==> src/rtl/ws2812_pkg.sv <==
// Shared constants and types for the WS2812 receive path.
// Bit timings assume a 50 MHz system clock.
package ws2812_pkg;

  localparam int PIXEL_W        = 24;
  localparam int BIT_CNT_W      = $clog2(PIXEL_W);

  localparam int T0H_CLK        = 20;
  localparam int T1H_CLK        = 40;
  localparam int BIT_PERIOD_CLK = 62;
  localparam int LATCH_CLK      = 2500;

  localparam int MAX_POS_DEF    = 109;
  localparam int BIT_THRESH_DEF = 30;
  localparam int MIN_HIGH_DEF   = 5;
  localparam int MAX_HIGH_DEF   = 60;

  typedef enum logic [1:0] {
    ST_SYNC = 2'd0,
    ST_LOW  = 2'd1,
    ST_HIGH = 2'd2
  } rx_state_e;

endpackage

==> src/rtl/ws2812_rx_sync.sv <==
// Two-flop synchronizer plus registered edge detect for the raw line.
// Ports: clk, reset (async, high), din (raw) -> din_s level, rise/fall strobes.
module ws2812_rx_sync (
  input  logic clk,
  input  logic reset,
  input  logic din,
  output logic din_s,
  output logic rise,
  output logic fall
);

  logic meta_q, meta_d;
  logic sync_q, sync_d;
  logic prev_q, prev_d;
  logic rise_q, rise_d;
  logic fall_q, fall_d;

  always_comb begin
    meta_d = din;
    sync_d = meta_q;
    prev_d = sync_q;
    rise_d = sync_q & ~prev_q;
    fall_d = ~sync_q & prev_q;
  end

  always_ff @(posedge clk or posedge reset) begin
    if (reset) begin
      meta_q <= 1'b0;
      sync_q <= 1'b0;
      prev_q <= 1'b0;
      rise_q <= 1'b0;
      fall_q <= 1'b0;
    end else begin
      meta_q <= meta_d;
      sync_q <= sync_d;
      prev_q <= prev_d;
      rise_q <= rise_d;
      fall_q <= fall_d;
    end
  end

  // prev_q is the level aligned with the registered strobes
  assign din_s = prev_q;
  assign rise  = rise_q;
  assign fall  = fall_q;

endmodule

==> src/rtl/ws2812_rx_decoder.sv <==
// WS2812 GRB bitstream decoder: pulse-width bit decode, pixel and frame framing.
// Ports: clk, reset, din -> pixel_data/index/valid, frame_done/count/overflow, bit_error.
module ws2812_rx_decoder
  import ws2812_pkg::*;
#(
  parameter  int MAX_POS        = MAX_POS_DEF,
  parameter  int BIT_THRESH_CLK = BIT_THRESH_DEF,
  parameter  int MIN_HIGH_CLK   = MIN_HIGH_DEF,
  parameter  int MAX_HIGH_CLK   = MAX_HIGH_DEF,
  parameter  int LATCH_CLK_CNT  = LATCH_CLK,
  localparam int IDX_W          = $clog2(MAX_POS + 1)
) (
  input  logic               clk,
  input  logic               reset,
  input  logic               din,
  output logic [PIXEL_W-1:0] pixel_data,
  output logic [IDX_W-1:0]   pixel_index,
  output logic               pixel_valid,
  output logic               frame_done,
  output logic [IDX_W-1:0]   frame_count,
  output logic               frame_overflow,
  output logic               bit_error
);

  localparam int LW = $clog2(LATCH_CLK_CNT + 1);
  localparam int HW = $clog2(MAX_HIGH_CLK + 1);

  localparam logic [LW-1:0] LATCH_V  = LW'(LATCH_CLK_CNT);
  localparam logic [HW-1:0] THRESH_V = HW'(BIT_THRESH_CLK);
  localparam logic [HW-1:0] MIN_V    = HW'(MIN_HIGH_CLK);
  localparam logic [HW-1:0] MAX_V    = HW'(MAX_HIGH_CLK);
  localparam logic [IDX_W-1:0] POS_V = IDX_W'(MAX_POS);
  localparam logic [BIT_CNT_W-1:0] LAST_BIT = BIT_CNT_W'(PIXEL_W - 1);

  logic din_s, rise, fall;

  rx_state_e state_q, state_d;

  logic [LW-1:0]        low_cnt_q, low_cnt_d, low_inc;
  logic [HW-1:0]        high_cnt_q, high_cnt_d, high_inc;
  logic [BIT_CNT_W-1:0] bit_cnt_q, bit_cnt_d;
  logic [PIXEL_W-1:0]   shift_q, shift_d, shift_nx;
  logic [IDX_W-1:0]     pix_cnt_q, pix_cnt_d;
  logic                 ovf_q, ovf_d;
  logic                 pv_pend_q, pv_pend_d;

  logic [PIXEL_W-1:0]   pdata_q, pdata_d;
  logic [IDX_W-1:0]     pidx_q, pidx_d;
  logic                 pv_q, pv_d;
  logic                 fd_q, fd_d;
  logic [IDX_W-1:0]     fcnt_q, fcnt_d;
  logic                 fovf_q, fovf_d;
  logic                 berr_q, berr_d;

  logic latch_hit, glitch, stuck, bit_val;

  ws2812_rx_sync u_sync (
    .clk   (clk),
    .reset (reset),
    .din   (din),
    .din_s (din_s),
    .rise  (rise),
    .fall  (fall)
  );

  // shared event decode
  always_comb begin
    low_inc   = (low_cnt_q == LATCH_V) ? low_cnt_q
                                       : low_cnt_q + LW'(1);
    // fires once per gap: only on the step into saturation
    latch_hit = (low_cnt_q != LATCH_V) && (low_inc == LATCH_V);
    high_inc  = high_cnt_q + HW'(1);
    bit_val   = (high_cnt_q >= THRESH_V);
    glitch    = (state_q == ST_HIGH) && fall
                && (high_cnt_q < MIN_V);
    stuck     = (state_q == ST_HIGH) && !fall
                && (high_inc >= MAX_V);
    shift_nx  = {shift_q[PIXEL_W-2:0], bit_val};
  end

  always_ff @(posedge clk or posedge reset) begin
    if (reset) state_q <= ST_SYNC;
    else       state_q <= state_d;
  end

  always_comb begin
    state_d = state_q;
    unique case (state_q)
      ST_SYNC: if (!din_s && latch_hit) state_d = ST_LOW;
      ST_LOW:  if (rise) state_d = ST_HIGH;
      ST_HIGH: begin
        if (glitch || stuck) state_d = ST_SYNC;
        else if (fall)       state_d = ST_LOW;
      end
      default: state_d = ST_SYNC;
    endcase
  end

  always_comb begin
    low_cnt_d  = low_cnt_q;
    high_cnt_d = high_cnt_q;
    bit_cnt_d  = bit_cnt_q;
    shift_d    = shift_q;
    pix_cnt_d  = pix_cnt_q;
    ovf_d      = ovf_q;
    pv_pend_d  = 1'b0;
    pdata_d    = pdata_q;
    pidx_d     = pidx_q;
    pv_d       = pv_pend_q;
    fd_d       = 1'b0;
    fcnt_d     = fcnt_q;
    fovf_d     = fovf_q;
    berr_d     = 1'b0;
    unique case (state_q)
      ST_SYNC: begin
        low_cnt_d = din_s ? '0 : low_inc;
        bit_cnt_d = '0;
        pix_cnt_d = '0;
        ovf_d     = 1'b0;
      end
      ST_LOW: begin
        if (rise) begin
          high_cnt_d = HW'(1);
        end else begin
          low_cnt_d = low_inc;
          if (latch_hit) begin
            berr_d = (bit_cnt_q != '0);
            if (pix_cnt_q != '0) begin
              fd_d   = 1'b1;
              fcnt_d = pix_cnt_q;
              fovf_d = ovf_q;
            end
            pix_cnt_d = '0;
            bit_cnt_d = '0;
            ovf_d     = 1'b0;
          end
        end
      end
      ST_HIGH: begin
        if (glitch || stuck) begin
          berr_d    = 1'b1;
          low_cnt_d = '0;
          bit_cnt_d = '0;
          pix_cnt_d = '0;
          ovf_d     = 1'b0;
        end else if (fall) begin
          shift_d   = shift_nx;
          low_cnt_d = LW'(1);
          if (bit_cnt_q == LAST_BIT) begin
            bit_cnt_d = '0;
            if (pix_cnt_q < POS_V) begin
              pv_pend_d = 1'b1;
              pdata_d   = shift_nx;
              pidx_d    = pix_cnt_q;
              pix_cnt_d = pix_cnt_q + IDX_W'(1);
            end else begin
              ovf_d = 1'b1;
            end
          end else begin
            bit_cnt_d = bit_cnt_q + BIT_CNT_W'(1);
          end
        end else begin
          high_cnt_d = high_inc;
        end
      end
      default: ;
    endcase
  end

  always_ff @(posedge clk or posedge reset) begin
    if (reset) begin
      low_cnt_q  <= '0;
      high_cnt_q <= '0;
      bit_cnt_q  <= '0;
      shift_q    <= '0;
      pix_cnt_q  <= '0;
      ovf_q      <= 1'b0;
      pv_pend_q  <= 1'b0;
      pdata_q    <= '0;
      pidx_q     <= '0;
      pv_q       <= 1'b0;
      fd_q       <= 1'b0;
      fcnt_q     <= '0;
      fovf_q     <= 1'b0;
      berr_q     <= 1'b0;
    end else begin
      low_cnt_q  <= low_cnt_d;
      high_cnt_q <= high_cnt_d;
      bit_cnt_q  <= bit_cnt_d;
      shift_q    <= shift_d;
      pix_cnt_q  <= pix_cnt_d;
      ovf_q      <= ovf_d;
      pv_pend_q  <= pv_pend_d;
      pdata_q    <= pdata_d;
      pidx_q     <= pidx_d;
      pv_q       <= pv_d;
      fd_q       <= fd_d;
      fcnt_q     <= fcnt_d;
      fovf_q     <= fovf_d;
      berr_q     <= berr_d;
    end
  end

  assign pixel_data     = pdata_q;
  assign pixel_index    = pidx_q;
  assign pixel_valid    = pv_q;
  assign frame_done     = fd_q;
  assign frame_count    = fcnt_q;
  assign frame_overflow = fovf_q;
  assign bit_error      = berr_q;

endmodule
==> config.mk <==
export PLATFORM = sky130hd
export DESIGN_NAME = ws2812_rx_decoder
export DESIGN_NICKNAME = d
export VERILOG_FILES = /design/src/rtl/ws2812_pkg.sv /design/src/rtl/ws2812_rx_sync.sv /design/src/rtl/ws2812_rx_decoder.sv
export SDC_FILE = /design/constraint.sdc
export NUM_CORES = 1
export LEC_CHECK = 0
export CAP_MARGIN = 20
export CELL_PAD_IN_SITES_DETAIL_PLACEMENT = 1
export CELL_PAD_IN_SITES_GLOBAL_PLACEMENT = 1
export CORE_MARGIN = 2
export CORE_UTILIZATION = 45
export DETAILED_ROUTE_END_ITERATION = 10
export PLACE_DENSITY = 0.8
export SLEW_MARGIN = 25
export SYNTH_ARGS = -nofsm -noshare
export SYNTH_HDL_FRONTEND = slang
export SYNTH_HIERARCHICAL = 1
export SYNTH_SLANG_ARGS = --single-unit
==> constraint.sdc <==
create_clock -name clk -period 4.3 [get_ports clk]
set_input_delay 0.86 -clock clk [delete_from_list [all_inputs] [get_ports clk]]
set_output_delay 0.86 -clock clk [all_outputs]
set_load 0.01 [all_outputs]
==> reports/qor.yml, run 1 <==
outcome: "finished, final reports clean"
finalHoldViolations: 0
synth_top_area_share_pct: 53.7
dieArea_um2: 11600
cp-start-kind: "register"
hold_class: "register to register"
syn_area_per_cell_um2: 11.6
drv_cap: 0
routedWlPerCell_um: 18.0
p_comb_share_pct: 2.7
clockBufferDepth: 2
dp_hpwl_um: 7620
io_buffers: 44
num_antenna_cells: 0
switchingPower_uw: 388
yosysUniqueCellTypes: 53
cp.arrival_ns: 3.25
nNetsFinal: 476
regArea_um2: 2600
period_minus_slack_ns: 2.98
drive_above_1_share_pct: 19.8
die_w_um: 108
drc_errors: 0
io_pins: 45
synth_top_cell_by_area: "dfrtp_1"
ant_nets: 0
p_int_uw: 1270
multi_input_area_um2: 2100
vias_per_cell: 5.73
netlist_area_um2: 4840
leakagePower_uw: 0.00252
crit_path_end_kind: "register"
start_util_pct: 46.7
yosysWarnings: 6
h-tree-depth: 3
setup_viol: 0
dpl_cell_area_um2: 5420
top_layer_used: "met4"
drt_iter0_drc: 85
place.gp.congestion: 0.826
cts_inserted_buffers: 9
powerDensity_nw_per_um2: 295
firstDrtPassIters: 4
ys_seq_area_share_pct: 53.7
cts_setup_buffers: 0
wl_met2_um: 5480
cts_tree: "built"
cp_max_fo: 9
cts-root-buf: "clkbuf_8"
netlist_top_cells_area: "dfrtp_1 (54%), mux2_2 (14%), ha_1 (3.4%)"
via_count: 3438
p_clk_share_pct: 37.7
synth-edff-count: 0
seq_power_share_pct: 59.7
num_rows: 37
m1WireLength_um: 4850
clock.fmax_mhz: 336
final_cell_area_um2: 5620
worst-setup-path-type: "register to register"
fillers: 1103
wl_um: 10800
grt_start_max_net_pins: 61
area_growth_pct: 16.1
rsz0062_at_grt: "no"
reg2reg_slack_ns: 1.32
ys_ff_latch: 104
p_sw_share_pct: 23.4
synth_fp_nets: 434
die_height_um: 108
slew_headroom_pct: 49.0
clock_sinks: 104
core_area_um2: 10400
cts-resized-gates: 0
post-route-period-util_pct: 69.3
wl_met3_um: 382
ir_drop_uv: 278
clkLatencyLatePin_ns: 0.38
clkTransAtPathRegs_ns: 0.10
ctsHoldBuffers: 0
synth_cells: 418
overflow: 0
clock_skew_ns: 0.0134
synthArstFlopShare_pct: 100
track_usage_pct: 20.8
antenna_found_initial: 0
report.final.slew_viol_count: 0
grt_pass1_vias: 3686
required_ns: 4.57
final.setup.tns_ns: 0
worst_pin_slew_ns: 0.750
ys.flop_type: "dfrtp_1"
grt_first_pass_wirelength_um: 18700
## critical path: stages (launching register included)
cell and delay, ns:
dfrtp_1 0.49, inv_1 0.10, ha_1 0.21, nor4bb_1 0.14
nand3_1 0.25, nand4_1 0.21, nor4_2 0.37, nand2_1 0.15
a311oi_4 0.53, mux2_2 0.41
## cells in the final DEF (no fill, tap or decap), types with 3 or more instances in the layout
cell	netlist	final
nand4b_1	4	4
inv_1	18	17
a21oi_1	17	17
a32o_1	3	3
nand2_1	26	26
o21ai_0	29	29
mux2_2	62	62
clkdlybuf4s50_1	0	44
nor2b_1	9	9
dfrtp_1	104	104
clkbuf_8	0	9
nand2b_1	4	4
o31ai_1	13	13
a31oi_1	3	3
nor2_1	20	20
nand4_1	5	5
o21ai_1	3	3
nand3_1	11	11
ha_1	13	13
and4_1	3	3
buf_4	0	6
nor4_1	6	6
## power groups by stage
stage	Clock, uW	Combinational, uW	Sequential, uW
after global routing	692	51.0	990
after detailed placement	0	44.9	1010
after floorplan	0	33.0	1000
after CTS	652	45.1	989
after global placement	0	44.1	1010
final	625	43.9	989
## layer usage
layer | vias up | global-route usage (%)
met3 | 8 | 5.51
met1 | 1766 | 27.3
met2 | 68 | 34.1
met5 | - | 0
li1 | 1596 | -
met4 | 0 | 5.68
## final cells by class
cell class	instances	area share [%]
flip-flops and latches	104	46.3
multi-input cells	277	37.3
repair buffers	50	8.63
well taps	136	3.03
clock buffers	9	2.20
clock inverters	6	1.34
inverters	18	1.25
## Yosys cell counts (2+ instances only)
master / n
and4b_1: 2
dfrtp_1: 104
o21ai_0: 29
buf_2: 10
a31oi_1: 3
nor2_1: 20
ha_1: 13
mux2_2: 62
nand4b_1: 4
a21bo_2: 2
nand3b_1: 2
and3_1: 2
nand4_1: 5
o41ai_1: 2
o211ai_1: 2
o21ai_1: 3
nor2b_1: 9
and2_0: 2
a22o_1: 2
nor4b_1: 2
and4_1: 3
o31a_1: 2
nand2b_1: 4
a21oi_1: 17
nand2_1: 26
o31ai_1: 13
mux2i_1: 2
clkbuf_1: 8
nor3_1: 2
a211o_1: 2
xor2_1: 2
nor4_1: 6
a32o_1: 3
inv_1: 18
nand3_1: 11
or3_1: 2
## cells by family after synthesis
family	count (synthesis)	synth area share, %
and+or+nand+nor	108	12.2
DFF	104	53.7
AOI/OAI and AO/OA	89	12.2
muxes	64	14.8
buffers and inverters	37	3.15
adders and majority gates	13	3.36
xor gates and xnor gates	3	0.543
## metrics by stage
| stage | total power (uW) | util, % | hold WS, ns | cells | setup WS (ns) |
|---|---|---|---|---|---|
| floorplan | 1040 | - | 0.331 | 418 | 0.850 |
| global route | 1730 | 54.2 | 0.397 | 600 | 1.12 |
| finish | 1660 | 54.2 | 0.370 | 600 | 1.32 |
| detailed placement | 1050 | 52.3 | 0.339 | 585 | 1.33 |
| CTS | 1690 | 54.2 | 0.373 | 600 | 1.31 |
| global placement | 1050 | 52.3 | 0.344 | 585 | 1.45 |
## path summary, 6_finish.rpt
check	end	cells after the start	from
max	frame_count[1]	9	low_cnt_q[0]
min	pixel_valid	0	pv_d
max reg2reg	frame_count[1]	9	low_cnt_q[0]
min reg2reg	pixel_valid	0	pv_d
max in group asynchronous	high_cnt_q[4]	3	reset
min in group asynchronous	u_sync/rise	2	reset
## registers in the layout, summed over array words and instances, names as in the netlist, 5 cells and up
register / count
low_cnt_q: 12
high_cnt_q: 6
pixel_data: 24
pixel_index: 7
frame_count: 7
bit_cnt_q: 5
pix_cnt_q: 7
shift_q: 23
Note: power is estimated with default switching activity, not from simulation.
==> run 2: changes to the inputs <==
==> constraint.sdc (replaced) <==
create_clock -name clk -period 3 [get_ports clk]
set_input_delay 0.6 -clock clk [delete_from_list [all_inputs] [get_ports clk]]
set_output_delay 0.6 -clock clk [all_outputs]
set_load 0.01 [all_outputs]
==> reports/qor.yml, run 2 (synthesized netlist as in run 1, its figures left out) <==
required_ns: 3.25  # was 4.57 ns
final_cell_mix: "dfrtp_1 (104), mux2_2 (62), clkdlybuf4s50_1 (44)"  # unchanged
final_util_pct: 55.0  # was 54.2%
setup_viol: 0  # unchanged
final_common_cell: "dfrtp_1"  # unchanged
path_cells: "inv_1, ha_1, nor4bb_1, nand3_1, nand4_1, nor4_2, nand2_1, a311oi_4, buf_4, mux2_2"  # was inv_1, ha_1, nor4bb_1, nand3_1, nand4_1, nor4_2, nand2_1, a311oi_4, mux2_2
antenna_found_initial: 0  # unchanged
die_w_um: 108  # unchanged
drive_above_1_share_pct: 21.2  # was 19.8%
final_cell_area_um2: 5700  # was 5620 um2
multi_input_area_um2: 2100  # unchanged
fillers: 1132  # was 1103
dieArea_um2: 11600  # unchanged
period_minus_slack_ns: 2.73  # was 2.98 ns
firstDrtPassIters: 4  # unchanged
hold_class: "register to register"  # unchanged
outcome: "finished, final reports clean"  # unchanged
cp.arrival_ns: 2.99  # was 3.25 ns
start_util_pct: 46.7  # unchanged
slew_headroom_pct: 52.1  # was 49.0%
grt_pass1_vias: 3711  # was 3686
ir_drop_uv: 238  # was 278 uV
finalHoldViolations: 0  # unchanged
post-place-ws_ns: 0.189  # was 1.33 ns
cts-root-buf: "clkbuf_8"  # unchanged
crit_path_end_kind: "register"  # unchanged
grt_start_max_net_pins: 38  # was 61
ctsHoldBuffers: 0  # unchanged
num_antenna_cells: 0  # unchanged
overflow: 0  # unchanged
core_area_um2: 10400  # unchanged
cts_inserted_buffers: 9  # unchanged
clkLatencyLatePin_ns: 0.37  # was 0.38 ns
fin_ws_ns: 0.269  # was 1.32 ns
cp-start-kind: "register"  # unchanged
clkTransAtPathRegs_ns: 0.10  # about the same
dp.cells: 591  # was 585
die_height_um: 108  # unchanged
powerDensity_nw_per_um2: 422  # was 295 nW/um2
grt_first_pass_wirelength_um: 19400  # was 18700 um
area_growth_pct: 17.8  # was 16.1%
totalPowerFinal_uw: 2410  # was 1660 uW
dp_hpwl_um: 7860  # was 7620 um
h-tree-depth: 3  # unchanged
regArea_um2: 2600  # unchanged
nNetsFinal: 482  # was 476
largest_reg_flops: 24  # unchanged
vias_per_cell: 5.72  # was 5.73
stdcell_count: 607  # was 600
cts_tree: "built"  # unchanged
io_buffers: 44  # unchanged
leakagePower_uw: 0.00256  # was 0.00252 uW
via_count: 3471  # was 3438
routedWlPerCell_um: 19.0  # was 18.0 um
worst-setup-path-type: "register to register"  # unchanged
drc_errors: 0  # unchanged
place.gp.congestion: 0.857  # was 0.826
cp_slowest_cell: "dfrtp_1"  # was a311oi_4
cp_max_fo: 9  # unchanged
report.final.slew_viol_count: 0  # unchanged
io_pins: 45  # unchanged
post-route-period-util_pct: 91.0  # was 69.3%
wl_um: 11600  # was 10800 um
track_usage_pct: 21.6  # was 20.8%
clock_skew_ns: 0.0127  # was 0.0134 ns
clockBufferDepth: 2  # unchanged
worst_pin_slew_ns: 0.711  # was 0.750 ns
clock_sinks: 104  # unchanged
drt_iter0_drc: 109  # was 85
dpl_cell_area_um2: 5490  # was 5420 um2
clock.fmax_mhz: 366  # was 336 MHz
slowest_delay_ns: 0.49  # was 0.53 ns
ant_nets: 0  # unchanged
drv_cap: 0  # unchanged
num_rows: 37  # unchanged
run 2: changes by cell type in the layout (fill, tap and decap cells not counted), sizes merged:
cell      delta
buf          +6
clkbuf       +1
clkinv       -1
clkinvlp     +2
inv          -1
run 2: path summary, 6_finish.rpt:
path                                   to          start  slack (ns)  cells after the start
min in group asynchronous   u_sync/meta_q          reset        0.54                      2
max reg2reg                frame_count[3]   low_cnt_q[0]        0.27                     10
min reg2reg                 u_sync/prev_d  u_sync/meta_q        0.37                      0
min                         u_sync/prev_d  u_sync/meta_q        0.37                      0
max in group asynchronous      shift_q[9]          reset        1.64                      3
max                        frame_count[3]   low_cnt_q[0]        0.27                     10
run 2: final cells by class:
cell class	instances	area share [%]
Sequential cell	104	45.6
Multi-Input combinational cell	277	36.7
Timing Repair Buffer	56	9.74
Tap cell	136	2.98
Clock buffer	10	2.41
Clock inverter	6	1.25
Inverter	18	1.25
run 2: per-stage QoR:
step	hold WS, ns	TNS (ns)
4_1_cts	0.362	0
2_1_floorplan	0.331	0
5_1_grt	0.363	-0.00467
6_report	0.365	0
3_3_place_gp	0.336	0
3_5_place_dp	0.353	0
run 2: report_power, final:
part	switching, uW	total, uW	internal, uW	leakage (uW)
clock	499	918	419	0.000105
sequential	10.4	1420	1410	0.00144
combinational	48.8	70.1	21.2	0.00102
run 2: critical path, delay by kind of cell, from the launching register on:
family | cells | cell delay [ns]
AOI/OAI and AO/OA | 1 | 0.21
adders and majority gates | 1 | 0.20
buffers and inverters | 2 | 0.32
DFF | 1 | 0.49
muxes | 1 | 0.35
and+or+nand+nor | 5 | 1.03
run 2: what timing repair did:
| item | 4_1_cts | 5_1_grt |
|---|---|---|
| endpoints found under the setup margin | 0 | 10 |
| setup buffers | 0 | 0 |
| gates resized for setup | 0 | 2 |
run 2: per-layer routing:
layer	wire, um	track usage (%)	share of wire [%]
met1	5120	28.9	44
met2	5920	35.8	51
met3	324	3.87	2.8
met4	184	6.78	1.6
met5	0	0	0
==> run 3: changes to the inputs <==
--- a/config.mk
+++ b/config.mk
@@ -8,10 +8,11 @@
 export CAP_MARGIN = 20
 export CELL_PAD_IN_SITES_DETAIL_PLACEMENT = 1
 export CELL_PAD_IN_SITES_GLOBAL_PLACEMENT = 1
-export CORE_MARGIN = 2
+export CORE_MARGIN = 5
 export CORE_UTILIZATION = 45
 export DETAILED_ROUTE_END_ITERATION = 10
 export PLACE_DENSITY = 0.8
+export SKIP_LAST_GASP = 1
 export SLEW_MARGIN = 25
 export SYNTH_ARGS = -nofsm -noshare
 export SYNTH_HDL_FRONTEND = slang
==> reports/qor.yml, run 3 (synthesized netlist as in run 1, its figures left out) <==
dp.cells: 590  # was 591
cts-root-buf: "clkbuf_8"  # unchanged
io_buffers: 44  # unchanged
io_pins: 45  # unchanged
outcome: "finished, final reports clean"  # unchanged
die_w_um: 114  # was 108 um
drt_iter0_drc: 79  # was 109
cts_inserted_buffers: 9  # unchanged
num_rows: 37  # unchanged
timing.rr.start: "low_cnt_q[0]"  # unchanged
stdcell_count: 607  # unchanged
clock.fmax_mhz: 356  # was 366 MHz
overflow: 0  # unchanged
cp_max_fo: 11  # was 9
antenna_found_initial: 0  # unchanged
ant_nets: 0  # unchanged
clock_sinks: 104  # unchanged
drv_cap: 0  # unchanged
crit_path_end_kind: "register"  # unchanged
r2r_cells: 8  # was 10
reg2reg_to: "pix_cnt_q[3]"  # was frame_count[3]
place.gp.congestion: 0.824  # was 0.857
final_util_pct: 54.6  # was 55.0%
crit_top_cell: "nor4_1"
die_height_um: 114  # was 108 um
worst-setup-path-type: "register to register"  # unchanged
grt_pass1_vias: 3706  # was 3711
hold_class: "register to register"  # unchanged
clock_skew_ns: 0.0168  # was 0.0127 ns
leakagePower_uw: 0.00257  # was 0.00256 uW
drive_above_1_share_pct: 21.0  # was 21.2%
largest_reg_flops: 24  # unchanged
h-tree-depth: 3  # unchanged
core_area_um2: 10400  # about the same
vias_per_cell: 5.72  # unchanged
routedWlPerCell_um: 18.4  # was 19.0 um
num_antenna_cells: 0  # unchanged
clkLatencyLatePin_ns: 0.37  # about the same
powerDensity_nw_per_um2: 422  # about the same
report.final.slew_viol_count: 0  # unchanged
rsz0062_at_grt: "yes"
grt_start_max_net_pins: 69  # was 38
via_count: 3471  # unchanged
cts_tree: "built"  # unchanged
fillers: 1105  # was 1132
required_ns: 3.27  # was 3.25 ns
final_cell_mix: "dfrtp_1 (104), mux2_2 (62), clkdlybuf4s50_1 (44)"  # unchanged
crit_family: "simple AND/OR/NAND/NOR gates"  # unchanged
area_growth_pct: 17.5  # was 17.8%
grt_first_pass_wirelength_um: 19000  # was 19400 um
path_cells: "ha_1, nand3_1, nor4_1, a31oi_1, nor4_1, a21o_2, nand2b_1, o31ai_1"  # was inv_1, ha_1, nor4bb_1, nand3_1, nand4_1, nor4_2, nand2_1, a311oi_4, buf_4, mux2_2
clockBufferDepth: 2  # unchanged
reg2reg_slack_ns: 0.19  # was 0.27 ns
dp_hpwl_um: 7680  # was 7860 um
firstDrtPassIters: 4  # unchanged
cp.arrival_ns: 3.08  # was 2.99 ns
slowest_delay_ns: 0.50  # was 0.49 ns
worst_pin_slew_ns: 0.660  # was 0.711 ns
cp-startpoint: "low_cnt_q[0]"  # unchanged
slew_headroom_pct: 55.6  # was 52.1%
track_usage_pct: 18.1  # was 21.6%
finalHoldViolations: 0  # unchanged
ir_drop_uv: 284  # was 238 uV
wl_um: 11200  # was 11600 um
ctsHoldBuffers: 0  # unchanged
drc_errors: 0  # unchanged
crit_cells: 8  # was 10
post-route-period-util_pct: 93.7  # was 91.0%
final_common_cell: "dfrtp_1"  # unchanged
cp_num_buf_inv: 0  # was 2
cp_slowest_cell: "dfrtp_1"  # unchanged
crit_path_end: "pix_cnt_q[3]"  # was frame_count[3]
cp-start-kind: "register"  # unchanged
nNetsFinal: 483  # was 482
clkTransAtPathRegs_ns: 0.11  # was 0.10 ns
dieArea_um2: 12900  # was 11600 um2
period_minus_slack_ns: 2.81  # was 2.73 ns
setup_viol: 0  # unchanged
hold_path_depth: 0  # unchanged
start_util_pct: 46.5  # was 46.7%
-- run 3: layout make-up --
cell class / instances / area (um2) / share of cell area (%)
Multi-Input combinational cell: 277 / 2090 / 36.8
Sequential cell: 104 / 2600 / 45.7
Inverter: 18 / 71.3 / 1.25
Timing Repair Buffer: 57 / 551 / 9.68
Tap cell: 136 / 170 / 2.99
Clock inverter: 5 / 63.8 / 1.12
Clock buffer: 10 / 138 / 2.42
-- run 3: layer usage --
layer / vias up / global-route usage (%) / share of wire (%)
met4: 0 / 5.45 / 1.7
met5: - / 0 / 0
met1: 1776 / 23.9 / 45
li1: 1613 / - / -
met3: 16 / 3.61 / 3.0
met2: 66 / 30.2 / 51
-- run 3: power by group --
part	switching [uW]	internal, uW	total, uW
clock	500	415	915
combinational	47.0	19.4	66.3
sequential	9.79	1410	1420
total	556	1840	2400
-- run 3: worst min-delay path by stage --
stage / startpoint / slack [ns] / end
6_report: pv_d / 0.38 / pixel_valid
5_1_grt: u_sync/meta_q / 0.40 / u_sync/prev_d
4_1_cts: pv_d / 0.39 / pixel_valid
3_5_place_dp: pv_d / 0.35 / pixel_valid
3_3_place_gp: u_sync/meta_q / 0.34 / u_sync/prev_d
2_1_floorplan: pv_d / 0.33 / pixel_valid
-- run 3: stage by stage --
| stage | hold slack, ns | setup WS, ns | TNS, ns | instance area [um2] | power (uW) |
|---|---|---|---|---|---|
| 4_1_cts | 0.388 | 0.0991 | 0 | 5670 | 2430 |
| 3_3_place_gp | 0.339 | 0.276 | 0 | 5470 | 1510 |
| 6_report | 0.379 | 0.190 | 0 | 5690 | 2400 |
| 2_1_floorplan | 0.331 | 0.528 | 0 | 4850 | 1490 |
| 3_5_place_dp | 0.354 | 0.143 | 0 | 5470 | 1510 |
| 5_1_grt | 0.397 | -0.122 | -0.352 | 5690 | 2500 |
-- run 3: what timing repair did --
item / CTS / global route
buffers inserted: 0 / 2
endpoints found under the setup margin: 0 / 15
resized for setup: 0 / 1
